File: src/rtl/sh7604_frt_irq_ctl.sv
`default_nettype none
// ============================================================================
//  Module   : sh7604_frt_irq_ctl
//  Purpose  : FRT interrupt controller slice. Holds the FRT priority level
//             (IPRB[11:8]) and the FICV/FOCV/FOVV vectors. Arbitrates the four
//             FRT requests with fixed priority and runs a request/ack handshake
//             (IDLE -> PEND -> HOLD) toward the CPU.
//  Revision : 1.0 - initial release
// ============================================================================
module sh7604_frt_irq_ctl #(
    parameter logic [31:0] ABASE = 32'hFFFFFE60
) (
    input  logic        CLK,
    input  logic        RST,
    input  logic        CE_R,
    input  logic        ICI_IRQ,
    input  logic        OCIA_IRQ,
    input  logic        OCIB_IRQ,
    input  logic        OVI_IRQ,
    input  logic [31:0] IBUS_A,
    input  logic [31:0] IBUS_DI,
    input  logic [3:0]  IBUS_BA,
    input  logic        IBUS_WE,
    input  logic        IBUS_REQ,
    output logic [31:0] IBUS_DO,
    output logic        IBUS_ACT,
    output logic        INT_REQ,
    output logic [3:0]  INT_LVL,
    output logic [6:0]  INT_VEC,
    input  logic        INT_ACK,
    output logic [1:0]  INT_SRC,
    output logic        ACK_PULSE
);

    localparam logic [1:0] c_S_IDLE = 2'd0;
    localparam logic [1:0] c_S_PEND = 2'd1;
    localparam logic [1:0] c_S_HOLD = 2'd2;

    // Register file (only implemented fields are stored)
    logic [3:0]  r_lvl;
    logic [6:0]  r_ficv;
    logic [6:0]  r_focv;
    logic [6:0]  r_fovv;

    // Handshake state and latched request
    logic [1:0]  r_state;
    logic        r_int_req;
    logic [3:0]  r_int_lvl;
    logic [6:0]  r_int_vec;
    logic [1:0]  r_int_src;
    logic [1:0]  r_hold_cnt;

    logic [1:0]  w_state_nxt;
    logic        w_req_nxt;
    logic [3:0]  w_lvl_nxt;
    logic [6:0]  w_vec_nxt;
    logic [1:0]  w_src_nxt;
    logic [1:0]  w_cnt_nxt;
    logic        w_ack;

    logic [31:0] w_off;
    logic        w_hit;
    logic        w_wr;
    logic [1:0]  w_sel;
    logic [31:0] w_do;
    logic [3:0]  w_src;
    logic        w_any;
    logic [1:0]  w_pick;
    logic [6:0]  w_pick_vec;
    logic        w_lat_hi;
    logic        w_unused;

    // Address offset from the window base; addresses below ABASE wrap to
    // large values and therefore miss.
    assign w_off = IBUS_A - ABASE;
    assign w_hit = (w_off <= 32'd9);
    assign w_sel = w_off[3:2];
    assign w_wr  = IBUS_REQ & IBUS_WE & w_hit & CE_R;

    // Source vector indexed by source id: 0=ICI, 1=OCIA, 2=OCIB, 3=OVI
    assign w_src    = {OVI_IRQ, OCIB_IRQ, OCIA_IRQ, ICI_IRQ};
    assign w_any    = |w_src;
    assign w_lat_hi = w_src[r_int_src];

    // Bus bits and lanes that map onto unimplemented register bits
    assign w_unused = &{1'b0, IBUS_DI[31], IBUS_DI[23:15], IBUS_DI[7], IBUS_BA[2]};

    // Fixed-priority pick and the vector that belongs to it
    always_comb begin
        w_pick     = 2'd3;
        w_pick_vec = r_fovv;
        if (ICI_IRQ) begin
            w_pick     = 2'd0;
            w_pick_vec = r_ficv;
        end else if (OCIA_IRQ) begin
            w_pick     = 2'd1;
            w_pick_vec = r_focv;
        end else if (OCIB_IRQ) begin
            w_pick     = 2'd2;
            w_pick_vec = r_focv;
        end
    end

    // Read mux: word-aligned view of the three registers inside the window
    always_comb begin
        w_do = 32'h0;
        if (w_hit) begin
            case (w_sel)
                2'd0:    w_do = {4'h0, r_lvl, 24'h0};
                2'd1:    w_do = {17'h0, r_ficv, 1'b0, r_focv};
                2'd2:    w_do = {1'b0, r_fovv, 24'h0};
                default: w_do = 32'h0;
            endcase
        end
    end

    // Register writes, byte-lane qualified
    always_ff @(posedge CLK) begin
        if (RST) begin
            r_lvl  <= 4'h0;
            r_ficv <= 7'h0;
            r_focv <= 7'h0;
            r_fovv <= 7'h0;
        end else if (w_wr) begin
            case (w_sel)
                2'd0: begin
                    if (IBUS_BA[3]) r_lvl <= IBUS_DI[27:24];
                end
                2'd1: begin
                    if (IBUS_BA[1]) r_ficv <= IBUS_DI[14:8];
                    if (IBUS_BA[0]) r_focv <= IBUS_DI[6:0];
                end
                2'd2: begin
                    if (IBUS_BA[3]) r_fovv <= IBUS_DI[30:24];
                end
                default: begin
                end
            endcase
        end
    end

    // Next-state and latched-request logic; PEND never re-arbitrates
    always_comb begin
        w_state_nxt = r_state;
        w_req_nxt   = r_int_req;
        w_lvl_nxt   = r_int_lvl;
        w_vec_nxt   = r_int_vec;
        w_src_nxt   = r_int_src;
        w_cnt_nxt   = r_hold_cnt;
        w_ack       = 1'b0;
        case (r_state)
            c_S_IDLE: begin
                if (w_any && (r_lvl != 4'h0)) begin
                    w_state_nxt = c_S_PEND;
                    w_req_nxt   = 1'b1;
                    w_lvl_nxt   = r_lvl;
                    w_vec_nxt   = w_pick_vec;
                    w_src_nxt   = w_pick;
                end
            end
            c_S_PEND: begin
                if (INT_ACK) begin
                    w_ack       = 1'b1;
                    w_req_nxt   = 1'b0;
                    w_cnt_nxt   = 2'd0;
                    w_state_nxt = c_S_HOLD;
                end else if (!w_lat_hi || (r_lvl == 4'h0)) begin
                    w_req_nxt   = 1'b0;
                    w_state_nxt = c_S_IDLE;
                end
            end
            c_S_HOLD: begin
                if ((r_hold_cnt >= 2'd2) && !w_lat_hi) begin
                    w_cnt_nxt   = 2'd0;
                    w_state_nxt = c_S_IDLE;
                end else if (r_hold_cnt != 2'd3) begin
                    w_cnt_nxt = r_hold_cnt + 2'd1;
                end
            end
            default: begin
                w_req_nxt   = 1'b0;
                w_state_nxt = c_S_IDLE;
            end
        endcase
    end

    // State register; reset wins over clock enable
    always_ff @(posedge CLK) begin
        if (RST) begin
            r_state    <= c_S_IDLE;
            r_int_req  <= 1'b0;
            r_int_lvl  <= 4'h0;
            r_int_vec  <= 7'h0;
            r_int_src  <= 2'd0;
            r_hold_cnt <= 2'd0;
        end else if (CE_R) begin
            r_state    <= w_state_nxt;
            r_int_req  <= w_req_nxt;
            r_int_lvl  <= w_lvl_nxt;
            r_int_vec  <= w_vec_nxt;
            r_int_src  <= w_src_nxt;
            r_hold_cnt <= w_cnt_nxt;
        end
    end

    assign IBUS_DO   = w_do;
    assign IBUS_ACT  = w_hit;
    assign INT_REQ   = r_int_req;
    assign INT_LVL   = r_int_lvl;
    assign INT_VEC   = r_int_vec;
    assign INT_SRC   = r_int_src;
    assign ACK_PULSE = w_ack & CE_R & ~RST;

endmodule
`default_nettype wire

File: config.mk
export PLATFORM = sky130hd
export DESIGN_NAME = sh7604_frt_irq_ctl
export DESIGN_NICKNAME = d
export VERILOG_FILES = /design/src/rtl/sh7604_frt_irq_ctl.sv
export SDC_FILE = /design/constraint.sdc
export NUM_CORES = 1
export LEC_CHECK = 0
export ABC_CLOCK_PERIOD_IN_PS = 3900
export CORE_MARGIN = 2
export CORE_UTILIZATION = 45
export DETAILED_ROUTE_END_ITERATION = 8
export PLACE_DENSITY = 0.82
export SLEW_MARGIN = 40
export SYNTH_ARGS = -nofsm -noshare
export SYNTH_HDL_FRONTEND = slang
export SYNTH_SLANG_ARGS = --single-unit
File: constraint.sdc
create_clock -name CLK -period 3.9 [get_ports CLK]
set_input_delay 0.39 -clock CLK [delete_from_list [all_inputs] [get_ports CLK]]
set_output_delay 0.39 -clock CLK [all_outputs]
set_load 0.02 [all_outputs]
==> metrics <==
Final WS setup=0.0695 ns; DRT Wirelength=10200 um; Pre-antenna DRT Iters=5; combinational power share=0.222; Post-Place Cell Area=0.00469 sq mm; Placement Setup Slack=-0.358 ns; die footprint=0.00791 sq mm; setup TNS=0 ns; total grt overflow=0; Clock Sinks=43; storage element area=861 sq um; Final Hold Vio Count=0; CTS tree=done; Die X=88.9 um; area delta synth->final=46.8%; WS Path Type=input port to primary output; vias in the first global route=3596; min Tclk post-route=3.83 ns; Post-CTS Repair Setup Buffers=0; Net Sw Frac=0.247; Min-Delay Path Class=flip-flop to flip-flop; commonest non-fill, non-tap cells in the layout=79 x clkdlybuf4s50_1, 62 x buf_4, 46 x nand2b_1, 43 x dfxtp_1, 42 x nor2_1; slowest CP cell=or4_4; Inserted Diodes=0; fill count=565; All-Layer GR Usage=0.259; Yosys top cell area share=0.265; Worst setup SP type=input port; crit-path max cell delay=0.53 ns; Max Fclk=0.261 GHz; Clk pwr share=0.337; sequential power share=0.441; core area=0.00687 sq mm; footprint of the multi-input gates=0.00223 sq mm; Ys Warns=0; Seq/Total Area, Yosys=0.265; Critical Path End Type=primary output; Main synth FF type=dfxtp_1; vias per cell=5.56; Clock Latency Late Sink=0.29 ns; routability-driven placement congestion ratio=0.940; largest net degree at the start of global routing=65; P_int=748 uW; initial antenna violation count=1; Post-Synthesis Cell Area=0.00325 sq mm; via count=3686; syn_area_per_cell=7.65 sq um; number of synthesized flops with an enable pin=0; setup violators final=0; Cell Rows=30; Final ANT Viol Nets=0; first-pass GRT wire length=16300 um; Initial DRC Count=194; most common cell after layout, fill and taps aside=clkdlybuf4s50_1; H-tree levels=2; Reg clk slew, reported paths=0.07 ns; FF+latch count, synth=43; max_slew headroom=0.542; number of port buffers=101; CP Data Required Time=3.51 ns; DRC errors left=0; P_sw=246 uW; top cell type by total area after synthesis=dfxtp_1; die extent in y=88.9 um; run status=finished clean; final layout net count=648; Max Cap Viol=0; largest cells by area after synthesis=dfxtp_1 27%, mux2i_1 10%, nand2b_1 8.9%, nor2_1 4.9%, a21oi_1 4.8%; number of buffers created by CTS=5; CP arrival=3.44 ns; Starting Density=0.472; Netlist cell types=59; IO Pins=126; Layout Skew=0.00572 ns; Max Root-Sink Buffers=2; Async SR Flop Fraction=0; cts hold-fix bufs=0; crit-path cells=clkdlybuf4s50_1 -> nand3_4 -> or4_4 -> or3_1 -> a2111o_1 -> o31ai_2 -> or3b_4 -> buf_4 -> inv_1 -> dlygate4sd2_1; CP max FO=5; fin area=0.00477 sq mm; Final Slew Violations=0; fin crit share=0.982; worst vdd ir=180 uV; Syn Inst Count=424; Post-DP HPWL=8080 um; Wirelength per Cell=15.4 um; post-cts sizing count=31; layout cell share with drive strength beyond 1=0.168; Slew @ Worst Pin=0.678 ns; pwr/cell area=209 mW/mm^2; Root Buffer Master=clkbuf_8; Leakage Power=0.00205 uW
## cell usage after synthesis (3+ instances only)
library cell	count
inv_1	7
nand4_2	3
nand4_1	10
or3_1	5
and4bb_2	3
nor4b_1	4
ha_1	3
a21o_1	3
mux2i_1	33
buf_2	4
o21ai_0	21
dfxtp_1	43
and2_1	17
nor4_1	5
buf_4	11
a211o_1	3
clkbuf_1	19
a21oi_1	31
nor2b_1	3
nor2_1	42
or2_2	3
o31ai_1	5
a311oi_1	3
nor3_1	14
nand2b_1	46
or4_1	3
o31a_1	3
nand3_1	10
nand2_1	28
## critical path: cells and delay by family
kind                   cells  cell delay, ns
and+or+nand+nor            4            1.44
buffers and inverters      4            1.06
AOI/OAI and AO/OA          2            0.55
## layout make-up
cell class | count | share of cell area
repair buffers | 163 | 0.299
clock inverters | 1 | 0.00630
flip-flops and latches | 43 | 0.181
well taps | 96 | 0.0252
clock buffers | 6 | 0.0152
inverters | 7 | 0.00551
multi-input cells | 347 | 0.469
## sequential cells by signal (all words and copies together) (netlist names)
signal / flops
r_state: 2
r_ficv: 7
r_hold_cnt: 2
INT_SRC: 2
r_lvl: 4
INT_VEC: 7
r_fovv: 7
INT_LVL: 4
INT_REQ: 1
r_focv: 7
## worst paths after layout
path	to	cells past startpoint	from	slack, ns
setup / recovery	IBUS_ACT	10	IBUS_A[20]	0.07
hold / removal	INT_VEC[3]$_SDFFE_PP0P_	2	INT_VEC[3]$_SDFFE_PP0P_	0.50
setup reg to reg	r_hold_cnt[0]$_SDFFE_PP0P_	6	INT_SRC[1]$_SDFFE_PP0P_	1.84
hold reg to reg	INT_VEC[3]$_SDFFE_PP0P_	2	INT_VEC[3]$_SDFFE_PP0P_	0.50
## routing by layer
| layer | track usage | vias to the layer above | share of wire |
|---|---|---|---|
| li1 | - | 1788 | - |
| met1 | 0.319 | 1727 | 0.41 |
| met2 | 0.463 | 150 | 0.50 |
| met3 | 0.0342 | 21 | 0.064 |
| met4 | 0.0909 | 0 | 0.026 |
| met5 | 0 | - | 0 |
## metrics by stage
| step | util | total power, uW | hold WS, ns | std cells |
|---|---|---|---|---|
| finish | 0.694 | 994 | 0.497 | 663 |
| detailed placement | 0.683 | 664 | 0.488 | 656 |
| CTS | 0.696 | 994 | 0.504 | 663 |
| global placement | 0.683 | 660 | 0.472 | 656 |
| floorplan | - | 543 | 0.457 | 434 |
| global route | 0.694 | 1030 | 0.514 | 663 |
## kinds of logic (layout without fill, tap and decap cells)
family,Yosys count,count (layout),synth area share
compound gates,85,85,0.165
xor+xnor,4,4,0.0108
fa+ha+maj,3,3,0.0116
buf+inv,44,177,0.0655
flops,43,43,0.265
mux,34,34,0.109
other cells,1,11,0.00116
simple gates,210,210,0.372
## power by group through the flow
| stage | clock (uW) | combinational (uW) | sequential, uW |
|---|---|---|---|
| after detailed placement | 0 | 215 | 449 |
| after global routing | 357 | 238 | 439 |
| after floorplan | 0 | 94.4 | 449 |
| after global placement | 0 | 212 | 449 |
| after CTS | 339 | 217 | 438 |
| final | 335 | 221 | 439 |
Power figures use the tool's default switching activity.
